==> src/rtl/maxpool_loader.sv <==
// Gathers 2x12 int16 windows from memory as six 8-byte beats and presents each
// packed window with its source and destination addresses to a 2x2 max-pool stage.
module maxpool_loader #(
    parameter int CNT_W = 16
) (
    input  logic             clock,
    input  logic             reset,
    input  logic             start,
    input  logic [63:0]      in_base,
    input  logic [63:0]      out_base,
    input  logic [63:0]      row_stride,
    input  logic [CNT_W-1:0] num_windows,
    output logic             busy,
    output logic             done,
    output logic             mem_ren,
    output logic [63:0]      mem_raddr,
    input  logic             mem_rvalid,
    input  logic [63:0]      mem_rdata,
    output logic             pool_valid,
    input  logic             pool_ready,
    output logic [383:0]     pool_rdata,
    output logic [63:0]      pool_raddr,
    output logic [63:0]      pool_waddr
);

    typedef enum logic [2:0] {
        IDLE,
        REQ,
        WAIT,
        OUT,
        DONE
    } state_t;

    localparam logic [CNT_W-1:0] K_ONE      = CNT_W'(1);
    localparam logic [2:0]       LAST_BEAT  = 3'd5;
    localparam logic [63:0]      RESULT_BYTES = 64'd12;

    state_t             state;
    state_t             state_nxt;
    logic [63:0]        stride_q;
    logic [CNT_W-1:0]   num_q;
    logic [CNT_W-1:0]   k;
    logic [CNT_W-1:0]   k_inc;
    logic [2:0]         b;
    // The latched in_base/out_base live on as the starting values of these
    // accumulators, which step by one window per accept.
    logic [63:0]        rowbase;
    logic [63:0]        waddr_acc;
    logic [383:0]       rdata_q;
    logic [63:0]        row_off;
    logic [63:0]        col_off;
    logic [63:0]        beat_addr;

    assign k_inc = k + K_ONE;

    // NOTE: every signal assigned in this block gets a default first, so no
    // path through the case can leave it unassigned and infer a latch.
    always_comb begin
        state_nxt = state;
        case (state)
            IDLE: begin
                if (start) begin
                    state_nxt = (num_windows == '0) ? DONE : REQ;
                end
            end
            REQ:  state_nxt = WAIT;
            WAIT: begin
                if (mem_rvalid) begin
                    state_nxt = (b == LAST_BEAT) ? OUT : REQ;
                end
            end
            OUT: begin
                if (pool_ready) begin
                    state_nxt = (k_inc == num_q) ? DONE : REQ;
                end
            end
            DONE:    state_nxt = IDLE;
            default: state_nxt = IDLE;
        endcase
    end

    // Beats 0..2 cover row 0 and beats 3..5 cover row 1; offsets are picked,
    // not multiplied.
    always_comb begin
        col_off = 64'd0;
        row_off = 64'd0;
        case (b)
            3'd1, 3'd4: col_off = 64'd8;
            3'd2, 3'd5: col_off = 64'd16;
            default:    col_off = 64'd0;
        endcase
        if (b >= 3'd3) begin
            row_off = stride_q;
        end
    end

    assign beat_addr = rowbase + row_off + col_off;

    // NOTE: sequential state uses non-blocking assignments so every register
    // samples the pre-edge values regardless of statement order.
    always_ff @(posedge clock) begin
        if (reset) begin
            state     <= IDLE;
            stride_q  <= '0;
            num_q     <= '0;
            k         <= '0;
            b         <= '0;
            rowbase   <= '0;
            waddr_acc <= '0;
            // NOTE: the window buffer is a plain register bank, not a RAM, so
            // clearing it on reset costs nothing and keeps the outputs defined.
            rdata_q   <= '0;
        end else begin
            state <= state_nxt;
            case (state)
                IDLE: begin
                    if (start) begin
                        rowbase   <= in_base;
                        waddr_acc <= out_base;
                        stride_q  <= row_stride;
                        num_q     <= num_windows;
                        k         <= '0;
                        b         <= '0;
                    end
                end
                WAIT: begin
                    if (mem_rvalid) begin
                        rdata_q[{b, 6'd0} +: 64] <= mem_rdata;
                        if (b != LAST_BEAT) begin
                            b <= b + 3'd1;
                        end
                    end
                end
                OUT: begin
                    if (pool_ready) begin
                        k         <= k_inc;
                        b         <= '0;
                        rowbase   <= rowbase + {stride_q[62:0], 1'b0};
                        waddr_acc <= waddr_acc + RESULT_BYTES;
                    end
                end
                default: ;
            endcase
        end
    end

    assign busy       = (state != IDLE);
    assign done       = (state == DONE);
    assign mem_ren    = (state == REQ);
    assign mem_raddr  = (state == REQ) ? beat_addr : 64'd0;
    assign pool_valid = (state == OUT);
    assign pool_rdata = rdata_q;
    assign pool_raddr = rowbase;
    assign pool_waddr = waddr_acc;

endmodule

==> config.mk <==
export PLATFORM = sky130hd
export DESIGN_NAME = maxpool_loader
export DESIGN_NICKNAME = d
export VERILOG_FILES = /design/src/rtl/maxpool_loader.sv
export SDC_FILE = /design/constraint.sdc
export NUM_CORES = 2
export LEC_CHECK = 0
export BUFFER_PORTS_ARGS = -buffer_cell sky130_fd_sc_hd__clkbuf_2
export CORE_AREA = 2 2 336 338
export DETAILED_ROUTE_END_ITERATION = 12
export DIE_AREA = 0 0 338 340
export GPL_TIMING_DRIVEN = 1
export MAX_ROUTING_LAYER = met4
export PLACE_DENSITY = 0.57
export REMOVE_ABC_BUFFERS = 1
export SYNTH_ARGS = -nofsm -noshare
export SYNTH_HDL_FRONTEND = slang
export SYNTH_SLANG_ARGS = --single-unit
export TNS_END_PERCENT = 100
==> constraint.sdc <==
create_clock -name clock -period 8.8 [get_ports clock]
set_input_delay 0.88 -clock clock [delete_from_list [all_inputs] [get_ports clock]]
set_output_delay 0.88 -clock clock [all_outputs]
set_load 0.02 [all_outputs]
==> summary.md <==
| Metric | Value |
|---|---|
| Post-DP HPWL | `111,000 µm` |
| CP Capture Type | `output port` |
| Layout area overhead | `24.7%` |
| Cells after DPL | `6,365` |
| Main synth FF type | `dfxtp_1` |
| Mapped Avg Cell Area | `~7.6 µm²` |
| Post-CTS sizing | `0` |
| Die area | `115,000 µm²` |
| Final Hold Vio Count | `0` |
| Normalized max-slew margin | `19.6%` |
| Async S/R FF share, synth | `0%` |
| R2R Path Start | `pool_raddr[3]` |
| Hold endpoint | `stride_q[59]` |
| Routability cong. | `0.947` |
| Vias/cell | `between 5 and 6` |
| Setup crit start kind | `flop` |
| Crit Path Class | `reg2out` |
| Hold Path Class | `in2reg` |
| Final design utilization | `36.3%` |
| VDD IR max | `158 µV` |
| DRT Pass-1 Iters | `6` |
| R2R cell count | `12` |
| Cell Count, Final, Fillers Out | `6,517` |
| Fin nets | `roughly 5,400` |
| Synthesized cell area | `roughly 33,000 µm²` |
| TritonCTS Sinks | `614` |
| Synthesized flop and latch total | `614` |
| Antenna violation net count after detailed routing | `0` |
| Post-CTS setup buffer count | `0` |
| CP arrival | `6.72 ns` |
| Final setup vio count | `0` |
| Slew Viols, Final | `0` |
| Crit-path max cell delay | `approximately 0.7 ns` |
| Die Y-Extent | `340 µm` |
| Post-synth EDFFs | `0` |
| DRT Wirelength | `between 150,000 and 200,000 µm` |
| Worst slew pin tran | `1.20 ns` |
| Tcrit/Tclk final | `86.3%` |
| Share of cells above drive strength 1 | `approximately a fifth` |
| Top delay family on crit path | `compound AO/OA/AOI/OAI gates` |
| Initial Util | `between 20% and 30%` |
| R2R Setup Slk | `about 4.0 ns` |
| Skew final | `0.0369 ns` |
| Post-layout minimum cycle time | `7.60 ns` |
| First-pass GRT wire length | `218,000 µm` |
| Power per cell area | `188 nW/µm²` |
| Initial DRC Count | `about 2,900` |
| Post-synthesis cell type count | `71` |
| Largest cells by area after synthesis | `dfxtp_1 (38%), nand2_1 (9.4%), a21oi_1 (9.0%)` |
| Total track usage | `approximately a quarter` |
| Fmax achieved | `132 MHz` |
| CTS root buffer | `clkbuf_16` |
| Vias | `34,600` |
| RSZ-0062 raised after global routing | `false` |
| Later-pin clock latency in the skew report | `0.68 ns` |
| I/O pin total | `roughly 860` |
| Crit Path Max Fanout | `28` |
| WL/cell | `23.3 µm` |
| Final instance area | `40,600 µm²` |
| # hold bufs at CTS | `0` |
| Largest net degree at the start of global routing | `202` |
| TritonCTS Buffers | `between 70 and 80` |
| Die width | `338 µm` |
| CTS tree | `done` |
| Static Leak | `~17 nW` |
| Site Rows | `123` |
| Hold Startpoint | `row_stride[59]` |
| Total of max-cap violations | `0` |
| Number of fill cells | `11,900` |
| Largest area contributor in the netlist | `dfxtp_1` |
| CTS clk-pin slew, worst paths | `0.06 ns` |
| CTS max path bufs | `3` |
| DP Area | `37,900 µm²` |
| Status | `complete, no violations` |
| Mapped Cells | `4,287` |
| Crit-path cells | `ha_1 > ha_1 > a211oi_4 > buf_4 > nor2_1 > ha_1 > ha_1 > fa_1 > a211oi_1 > o21ai_0 > and3_1 > o211ai_1 > a21oi_1 > o21ai_0 > a211oi_1 > o21ai_0 > a311oi_1 > o21ai_0 > nor3b_1 > clkbuf_2` |
| Slowest-stage cell, CP | `o21ai_0` |
| H-tree Lvls | `3` |
| CP Data Required Time | `7.92 ns` |
| Yosys top cell area share | `a little under two fifths` |
| # DRC | `0` |
| Final setup margin | `1.20 ns` |
| Port Buf Inserts | `approximately 860` |
| Yosys warnings | `0` |
| Reg2reg end | `pool_raddr[60]` |
| Vias in the first global route | `approximately 33,000` |
| Initial antenna violation count | `19` |
| Register area share after synthesis | `a little under two fifths` |
| Buf/Inv on CP | `2` |
| Post-Place Worst Slack | `2.00 ns` |
| Min Hold Slack | `0.427 ns` |
| Core area | `112,000 µm²` |
| Hold Path Stages | `3` |
| Gr ovfl total | `0` |
how the worst max path moves through the flow:
stage / from / to / cells after the start
finish: b[0] / mem_raddr[59] / 20
global route: b[0] / mem_raddr[59] / 20
CTS: b[0] / mem_raddr[59] / 20
detailed placement: b[0] / mem_raddr[59] / 20
global placement: b[0] / mem_raddr[59] / 20
floorplan: b[0] / mem_raddr[60] / 17
kinds of logic after synthesis:
group,share of synthesized area (%)
buf+inv,4.21
compound gates,22.9
simple gates,23.5
flops,37.8
xor+xnor,3.64
mux,0.219
fa+ha+maj,7.75
flip-flops by register name, indices dropped and copies added, names as in the netlist:
register	cells
k	16
pool_rdata	384
b	3
stride_q	64
pool_waddr	64
num_q	16
pool_raddr	64
state	3
per-stage QoR:
| stage | power (mW) | setup TNS (ns) |
|---|---|---|
| after detailed placement | 4.38 | 0 |
| final | 7.62 | 0 |
| after floorplan | 3.80 | -0.0633 |
| after global placement | 4.37 | 0 |
| after global routing | 7.91 | 0 |
| after CTS | 7.68 | 0 |
Yosys cell counts (9+ instances only):
cell type and count:
nand2_1 815, dfxtp_1 614, a21oi_1 583, nor2_1 437, clkbuf_1 294, nand3_1 209
ha_1 195, a22oi_1 149, o21ai_0 146, a21o_1 88, nor2b_1 76, xnor2_1 71
xor2_1 64, a211oi_1 55, nor3_1 50, nand4_1 46, inv_1 42, and3_1 39
a311oi_1 36, o21bai_1 30, and2_1 17, o22ai_1 15, o211ai_1 14, o31ai_1 14
nand2b_1 13, a31oi_1 12, o21a_1 12, or3_1 11, a221oi_1 9, nor4_1 9
per-layer routing:
metal  global-route usage [%]  wire (µm)
met5                        -          0
met4                     12.0       7420
met3                     6.30      12300
met2                     40.5      69600
met1                     31.3      62300
cell type report:
type / count / area (µm²) / area share, %
Clock inverter: 28 / 440 / 1.09
Inverter: 42 / 160 / 0.395
Multi-Input combinational cell: 3317 / 19000 / 46.8
Timing Repair Buffer: 892 / 4600 / 11.3
Tap cell: 1500 / 1880 / 4.63
Clock buffer: 107 / 2170 / 5.34
Sequential cell: 614 / 12300 / 30.3
Antenna cell: 17 / 42.5 / 0.105
cells in the final DEF (no fill, tap or decap), types with 88 or more instances in the layout:
master and n:
a22oi_1 149, nor2_1 434, ha_1 195, clkbuf_2 855
nand3_1 206, a21oi_1 583, o21ai_0 146, a21o_1 88
dfxtp_1 614, nand2_1 813
worst min-delay path: stages:
cell,delay [ns]
clkbuf_2,0.08
nand2_1,0.04
a21oi_1,0.05
report_power, final:
part / switching (mW) / internal (mW)
Clock: 1.39 / 1.89
Sequential: 0.157 / 2.89
Combinational: 0.872 / 0.411
No activity file was read; power rests on OpenSTA's default activity.
